<file path="config.mk">
export PLATFORM = sky130hd
export DESIGN_NAME = writeback_stage_flat
export DESIGN_NICKNAME = d
export VERILOG_FILES = /design/src/rtl/writeback_stage_if.sv /design/src/rtl/writeback_stage.sv /design/src/flat_wrapper.sv
export SDC_FILE = /design/constraint.sdc
export NUM_CORES = 1
export LEC_CHECK = 0
export BUFFER_PORTS_ARGS = -buffer_cell sky130_fd_sc_hd__buf_2
export CAP_MARGIN = 20
export CORE_MARGIN = 2
export CORE_UTILIZATION = 50
export DETAILED_ROUTE_END_ITERATION = 12
export PLACE_DENSITY_LB_ADDON = 0.15
export REMOVE_ABC_BUFFERS = 1
export SYNTH_ARGS = -nofsm -noshare
export SYNTH_HDL_FRONTEND = slang
export SYNTH_SLANG_ARGS = --single-unit
</file>
<file path="constraint.sdc">
create_clock -name clk -period 7.1 [get_ports clk]
set_clock_uncertainty 0.1 [all_clocks]
set_input_delay 0.71 -clock clk [delete_from_list [all_inputs] [get_ports clk]]
set_output_delay 0.71 -clock clk [all_outputs]
set_load 0.01 [all_outputs]
</file>
<file path="src/rtl/writeback_stage_if.sv">
// Memory-to-writeback handshake bundle: M-side candidates and pipeline control in,
// qualified register-file write out. Optional retire counter behind WB_RETIRE_CNT_EN.
interface writeback_stage_if #(
   parameter int W  = 32,
   parameter int AW = 5
);
   logic          stallW;
   logic          flushW;
   logic          validM;
   logic          regwriteM;
   logic [AW-1:0] rdM;
   logic [1:0]    resultsrcM;
   logic [2:0]    funct3M;
   logic [1:0]    byteoffM;
   logic [W-1:0]  aluresultM;
   logic [W-1:0]  readdataM;
   logic [W-1:0]  pcplus4M;
   logic [W-1:0]  immextM;

   logic [W-1:0]  resultW;
   logic [AW-1:0] rdW;
   logic          regwriteW;
   logic          validW;
`ifdef WB_RETIRE_CNT_EN
   logic [63:0]   instretW;
`endif

   modport master (
`ifdef WB_RETIRE_CNT_EN
      input  instretW,
`endif
      output stallW, flushW, validM, regwriteM, rdM, resultsrcM, funct3M, byteoffM,
      output aluresultM, readdataM, pcplus4M, immextM,
      input  resultW, rdW, regwriteW, validW
   );

   modport slave (
`ifdef WB_RETIRE_CNT_EN
      output instretW,
`endif
      input  stallW, flushW, validM, regwriteM, rdM, resultsrcM, funct3M, byteoffM,
      input  aluresultM, readdataM, pcplus4M, immextM,
      output resultW, rdW, regwriteW, validW
   );
endinterface

</file>
<file path="src/rtl/writeback_stage.sv">
// MEM/WB pipeline register with stall/flush, four-way result select and load formatting.
// Define WB_RETIRE_CNT_EN to add the 64-bit retired-instruction counter (instretW).
module writeback_stage #(
   parameter int W  = 32,
   parameter int AW = 5
) (
   input  logic           clk,
   input  logic           rst,
   writeback_stage_if.slave wb
);

   logic          valid_q;
   logic          regwrite_q;
   logic [AW-1:0] rd_q;
   logic [1:0]    resultsrc_q;
   logic [2:0]    funct3_q;
   logic [1:0]    byteoff_q;
   logic [W-1:0]  aluresult_q;
   logic [W-1:0]  readdata_q;
   logic [W-1:0]  pcplus4_q;
   logic [W-1:0]  immext_q;

   logic          load_en;
   logic [31:0]   ld_word;
   logic [7:0]    ld_byte;
   logic [15:0]   ld_half;
   logic [W-1:0]  load_val;
   logic [W-1:0]  result;

   // Flush takes priority over stall so a stalled slot can still be killed.
   assign load_en = !wb.flushW && !wb.stallW;

   always_ff @(posedge clk or posedge rst) begin
      if (rst) begin
         valid_q     <= 1'b0;
         regwrite_q  <= 1'b0;
         rd_q        <= '0;
         resultsrc_q <= '0;
         funct3_q    <= '0;
         byteoff_q   <= '0;
         aluresult_q <= '0;
         readdata_q  <= '0;
         pcplus4_q   <= '0;
         immext_q    <= '0;
      end else if (wb.flushW) begin
         valid_q    <= 1'b0;
         regwrite_q <= 1'b0;
      end else if (load_en) begin
         valid_q     <= wb.validM;
         regwrite_q  <= wb.regwriteM;
         rd_q        <= wb.rdM;
         resultsrc_q <= wb.resultsrcM;
         funct3_q    <= wb.funct3M;
         byteoff_q   <= wb.byteoffM;
         aluresult_q <= wb.aluresultM;
         readdata_q  <= wb.readdataM;
         pcplus4_q   <= wb.pcplus4M;
         immext_q    <= wb.immextM;
      end
   end

   // Halfword select ignores byteoff[0]; misaligned accesses never reach this stage.
   always_comb begin
      ld_word  = readdata_q[31:0];
      ld_byte  = ld_word[{byteoff_q, 3'b000} +: 8];
      ld_half  = ld_word[{byteoff_q[1], 4'b0000} +: 16];
      load_val = readdata_q;
      case (funct3_q)
         3'b000:  load_val = W'($signed(ld_byte));
         3'b001:  load_val = W'($signed(ld_half));
         3'b010:  load_val = W'($signed(ld_word));
         3'b100:  load_val = W'(ld_byte);
         3'b101:  load_val = W'(ld_half);
         default: load_val = readdata_q;
      endcase
   end

   always_comb begin
      result = aluresult_q;
      case (resultsrc_q)
         2'b00:   result = aluresult_q;
         2'b01:   result = load_val;
         2'b10:   result = pcplus4_q;
         default: result = immext_q;
      endcase
   end

   assign wb.resultW   = result;
   assign wb.rdW       = rd_q;
   assign wb.validW    = valid_q;
   assign wb.regwriteW = valid_q && regwrite_q && (rd_q != '0);

`ifdef WB_RETIRE_CNT_EN
   logic [63:0] instret_q;

   always_ff @(posedge clk or posedge rst) begin
      if (rst) begin
         instret_q <= '0;
      end else if (load_en && wb.validM) begin
         instret_q <= instret_q + 64'd1;
      end
   end

   assign wb.instretW = instret_q;
`endif

endmodule
</file>
<file path="src/flat_wrapper.sv">
// flat-port wrapper written by rule: the top's interface ports become plain ports
module writeback_stage_flat 
#(
   parameter int W  = 32,
   parameter int AW = 5
)
  (clk, rst, wb_stallW, wb_flushW, wb_validM, wb_regwriteM, wb_rdM, wb_resultsrcM, wb_funct3M, wb_byteoffM, wb_aluresultM, wb_readdataM, wb_pcplus4M, wb_immextM, wb_resultW, wb_rdW, wb_regwriteW, wb_validW);
  writeback_stage_if #(.W(W), .AW(AW)) wb_i ();
  input  logic clk;
  input  logic rst;
  input wire logic [$bits(wb_i.stallW)-1:0] wb_stallW;
  input wire logic [$bits(wb_i.flushW)-1:0] wb_flushW;
  input wire logic [$bits(wb_i.validM)-1:0] wb_validM;
  input wire logic [$bits(wb_i.regwriteM)-1:0] wb_regwriteM;
  input wire logic [$bits(wb_i.rdM)-1:0] wb_rdM;
  input wire logic [$bits(wb_i.resultsrcM)-1:0] wb_resultsrcM;
  input wire logic [$bits(wb_i.funct3M)-1:0] wb_funct3M;
  input wire logic [$bits(wb_i.byteoffM)-1:0] wb_byteoffM;
  input wire logic [$bits(wb_i.aluresultM)-1:0] wb_aluresultM;
  input wire logic [$bits(wb_i.readdataM)-1:0] wb_readdataM;
  input wire logic [$bits(wb_i.pcplus4M)-1:0] wb_pcplus4M;
  input wire logic [$bits(wb_i.immextM)-1:0] wb_immextM;
  output wire logic [$bits(wb_i.resultW)-1:0] wb_resultW;
  output wire logic [$bits(wb_i.rdW)-1:0] wb_rdW;
  output wire logic [$bits(wb_i.regwriteW)-1:0] wb_regwriteW;
  output wire logic [$bits(wb_i.validW)-1:0] wb_validW;
  assign wb_i.stallW = wb_stallW;
  assign wb_i.flushW = wb_flushW;
  assign wb_i.validM = wb_validM;
  assign wb_i.regwriteM = wb_regwriteM;
  assign wb_i.rdM = wb_rdM;
  assign wb_i.resultsrcM = wb_resultsrcM;
  assign wb_i.funct3M = wb_funct3M;
  assign wb_i.byteoffM = wb_byteoffM;
  assign wb_i.aluresultM = wb_aluresultM;
  assign wb_i.readdataM = wb_readdataM;
  assign wb_i.pcplus4M = wb_pcplus4M;
  assign wb_i.immextM = wb_immextM;
  assign wb_resultW = wb_i.resultW;
  assign wb_rdW = wb_i.rdW;
  assign wb_regwriteW = wb_i.regwriteW;
  assign wb_validW = wb_i.validW;
  writeback_stage #(.W(W), .AW(AW)) u_core (.clk(clk), .rst(rst), .wb(wb_i));
endmodule
</file>
### After elaboration in Yosys (flattened, before gate mapping)

Cells that the tools add are included.

| storage, ports and cells | value |
|---|---|
| register bits after elaboration | 142 |
| input bits | 146 |
| logic and storage cells | 34 |

| operators by class | value |
|---|---|
| eq/ne operators | 5 |
| shift operators | 2 |
| muxes and demuxes | 6 |
| bitwise operators | 1 |
| reductions and logical operators | 10 |

Operator list:

| cell | number |
|---|---|
| case mux 32 bit (4 select lines) | 1 |
| case mux 32 bit (3 select lines) | 1 |
| indexed part select 32 x 6 -> 16 bit | 1 |
| indexed part select 32 x 6 -> 8 bit | 1 |
| equality test 3 bit, second input constant | 2 |
| nonzero test 5 bit | 1 |
| 2-to-1 mux 1 bit | 4 |
| equality test 3 x 1 -> 1 bit, second input constant | 1 |
| logical AND 1 bit | 3 |
| zero test 3 bit | 1 |
| equality test 2 x 1 -> 1 bit, second input constant | 1 |
| equality test 2 bit, second input constant | 1 |
| zero test 1 bit | 2 |
| zero test 2 bit | 1 |
| AND reduction 2 bit | 1 |
| nonzero test 2 bit | 1 |
| NOT 1 bit | 1 |

### Longest topological paths before layout

| logic depth | value |
|---|---|
| word-level depth | 4 |
| gate-level depth with buffers | 6 |

### Worst setup path before layout

No wires, ideal clock.

| timing | value |
|---|---|
| path type | register -> output |
| start | register u_core.resultsrc_q[1] |
| end | output port wb_resultW[16] |
| arrival | 1.479 ns |
| data required time | 6.290 ns |
| setup slack | 4.811 ns |
| cell stages (with the launch flop) | 7 |
| path buffers | 3 |
| cell sequence | dfrtp_1 > nand2b_1 > buf_4 > or3_1 > clkbuf_2 > buf_6 > o22ai_1 |

| between the ends | value |
|---|---|
| cells in the longest elaborated chain, start to end | 2 |
| elaborated cells between the ends (all ways) | 4 |
| classes of those cells | eq/ne: 2; mux: 1; reduce/logical: 1 |

Ends and longest elaborated chain:

| item | line | text |
|---|---|---|
| start, declared | writeback_stage.sv:15 | `logic [1:0] resultsrc_q;` |
| start signal, assigned | writeback_stage.sv:52 | `resultsrc_q <= wb.resultsrcM;` |
| equality test 2 bit (tied with other cells) | writeback_stage.sv:80 | `case (resultsrc_q)` |
| case mux 32 bit (3 select lines) (*) | writeback_stage.sv:80 |  |
| end, declared | flat_wrapper.sv:23 | `output wire logic [$bits(wb_i.resultW)-1:0] wb_resultW;` |

Mark *: on every way between the ends. The rest lies on a longest branch, timed or not.

### Final worst setup path

| timing | value |
|---|---|
| start | register u_core.resultsrc_q[0] |
| end | output port wb_resultW[22] |

Same word-level chain as after synthesis.

==> run summary <==
status - finished, final reports clean
Inserted Clock Buffers - 17
DRT Wirelength - 16740 um
slew margin rel. - 0.3784
Storage cell area - 0.003556 mm2
Seq pwr share - 0.417
Post-CTS Setup Bufs - 0
Final Non-Filler Cells - 893
Setup WS post-layout - 3.165 ns
final hold slack - 0.3203 ns
Syn Inst Count - 535
layout net count - 849
htree depth - 4
P_leak - 0.003852 uW
vias in the first global route - 5124
IO Count - 185
r2r setup slk - 5.62 ns
crit-path max FO - 41
switching power - 698.3 uW
post-layout util - 0.6204
Setup WS pre-CTS - 3.642 ns
Combinational Power Share - 0.238
EDFF count, synth - 0
std cell rows - 43
peak supply drop - 0.1850 mV
Die Wd - 122.0 um
Pwr Total - 2460 uW
Required @ worst endpoint - 6.29 ns
FFs w/ async S/R, synth - 1.000
minimum clock period - 3.935 ns
# port buffers - 184
syn avg cell area - 13.02 um2
Startpoint Class - register
final setup vio count - 0
largest net degree at the start of global routing - 85
share of post-route cells with drive strength above 1 - 0.5456
worst-margin pin slew - 0.9323 ns
unrepaired setup endpoints after global routing - false
Ys Warns - 0
commonest non-fill, non-tap cell in the layout - buf_2
Worst Path Arrival - 3.13 ns
Clock Sinks - 142
Layout fillers - 1149
via count - 4946
DRC Markers - 0
r2r worst-path depth - 2
Main synth FF type - dfrtp_1
total track usage - 0.2345
chip height - 122.0 um
Reg clk slew, reported paths - 0.05 ns
Power Dens Cells - 289.1 mW/mm2
Placed Instances - 863
CTS root buffer - clkbuf_16
fin crit share - 0.5543
die area - 0.01489 mm2
switch share - 0.2838
internal power - 1762 uW
Max-cap violations - 0
Final HPWL DP - 11350 um
Hold WC Path Type - input port to asynchronous set/reset pin
wire per inst - 18.75 um
post-route ant nets - 0
grt ovf - 0
fmax - 254.1 MHz
CTS tree - built
Final Max Slew Viols - 0
ant diodes - 0
final hold viol count - 0
# hold bufs at CTS - 0
crit path kind - register to primary output
core area - 0.01372 mm2
worst skew pair latency - 0.42 ns
first-pass GRT wire length - 26410 um
reg2reg start - u_core.resultsrc_q[1]
deepest clock path buffer count - 2
Starting Density - 0.5077
CP Capture Type - primary output
commonest cells after routing, fill and taps aside - buf_2, mux2_2, dfrtp_1
DR iter-0 viols - 299
Seq cells post-synth - 142
Via density - 5.539
FF-to-FF End - u_core.resultsrc_q[1]
clock power share - 0.344
sequential share of the synthesized area - 0.5101
post_cts resized - 0
number of distinct library cells after synthesis - 41
DRT Pass-1 Iters - 4
Placer Congestion - 0.7789
area of the multi-input gates - 0.003192 mm2
antenna violations before repair - 0
post-synthesis cell area - 0.006965 mm2
synthesis-to-layout area growth - 22.20%
[cell type report]
type / instances / area share
inverters: 3 / 0.001911
multi-input cells: 349 / 0.3750
clock buffers: 21 / 0.05409
flip-flops and latches: 142 / 0.4178
clock inverters: 8 / 0.01088
repair buffers: 190 / 0.1139
well taps: 180 / 0.02646
[cell usage after synthesis, types with 2 or more instances]
master / number / area share
a211o_1: 2 / 0.0025
a21oi_1: 19 / 0.014
a221oi_1: 2 / 0.0025
a22o_1: 3 / 0.0038
a2bb2oi_1: 10 / 0.013
buf_2: 24 / 0.017
buf_4: 4 / 0.0043
buf_6: 2 / 0.0032
clkbuf_1: 8 / 0.0043
clkbuf_2: 2 / 0.0014
dfrtp_1: 142 / 0.51
inv_1: 3 / 0.0016
mux2_2: 162 / 0.26
mux2i_1: 35 / 0.050
nand2_1: 4 / 0.0022
nand2b_1: 8 / 0.0072
nor2_1: 25 / 0.013
nor2b_1: 11 / 0.0099
nor3b_1: 2 / 0.0022
o21ai_0: 8 / 0.0057
o22ai_1: 19 / 0.017
o311ai_0: 5 / 0.0063
o32ai_1: 10 / 0.013
o41ai_1: 5 / 0.0063
or2b_1: 2 / 0.0022
or3_1: 3 / 0.0027
[cells by family (layout without fill, tap and decap cells)]
logic type      Yosys count  count (layout)  synth area share
simple gates             61              61           0.04886
flops                   142             142            0.5101
compound gates           89              89           0.09089
mux                     199             199            0.3174
buf+inv                  44             222           0.03269
[power by group through the flow]
stage          registers (uW)  logic [uW]  clock network [uW]
6_report                 1030         587                 847
3_5_place_dp             1040         584                   0
2_1_floorplan            1030         391                   0
4_1_cts                  1030         589                 864
5_1_grt                  1040         639                 899
3_3_place_gp             1030         572                   0
[through the flow]
| step | TNS (ns) | instance area (um2) |
|---|---|---|
| final | 0 | 8512 |
| after global routing | 0 | 8512 |
| after floorplan | -59.83 | 6749 |
| after CTS | 0 | 8501 |
| after global placement | 0 | 7948 |
| after detailed placement | 0 | 7948 |
[state kept, by name, summed over array words and instances (netlist names)]
name	flops
u_core.aluresult_q	32
u_core.wb.rdW	5
u_core.resultsrc_q	2
u_core.immext_q	32
u_core.byteoff_q	2
u_core.pcplus4_q	32
u_core.wb.validW	1
u_core.funct3_q	3
u_core.ld_word	32
u_core.regwrite_q	1
[how the worst max path moves through the flow]
stage	cells past startpoint	from	to	slack (ns)
floorplan	2	wb_stallW	u_core.aluresult_q[0]	-0.43
global placement	4	u_core.resultsrc_q[0]	wb_resultW[31]	3.69
detailed placement	4	u_core.resultsrc_q[0]	wb_resultW[22]	3.64
CTS	4	u_core.resultsrc_q[0]	wb_resultW[22]	3.13
global route	4	u_core.resultsrc_q[0]	wb_resultW[22]	2.93
finish	4	u_core.resultsrc_q[0]	wb_resultW[22]	3.16
[layer usage]
metal / global-route usage / share of wire / up-vias
met5: 0 / 0 / -
met2: 0.3795 / 0.49 / 135
li1: - / - / 2320
met1: 0.3019 / 0.43 / 2471
met3: 0.07022 / 0.060 / 20
met4: 0.07830 / 0.015 / 0
[critical path, cell delays in order, from the launching register on]
cell and delay [ns]:
dfrtp_2 0.92, nand2b_1 0.51, or3_1 0.79, o22ai_1 0.31, buf_2 0.17
(Power assumes the default switching activity.)
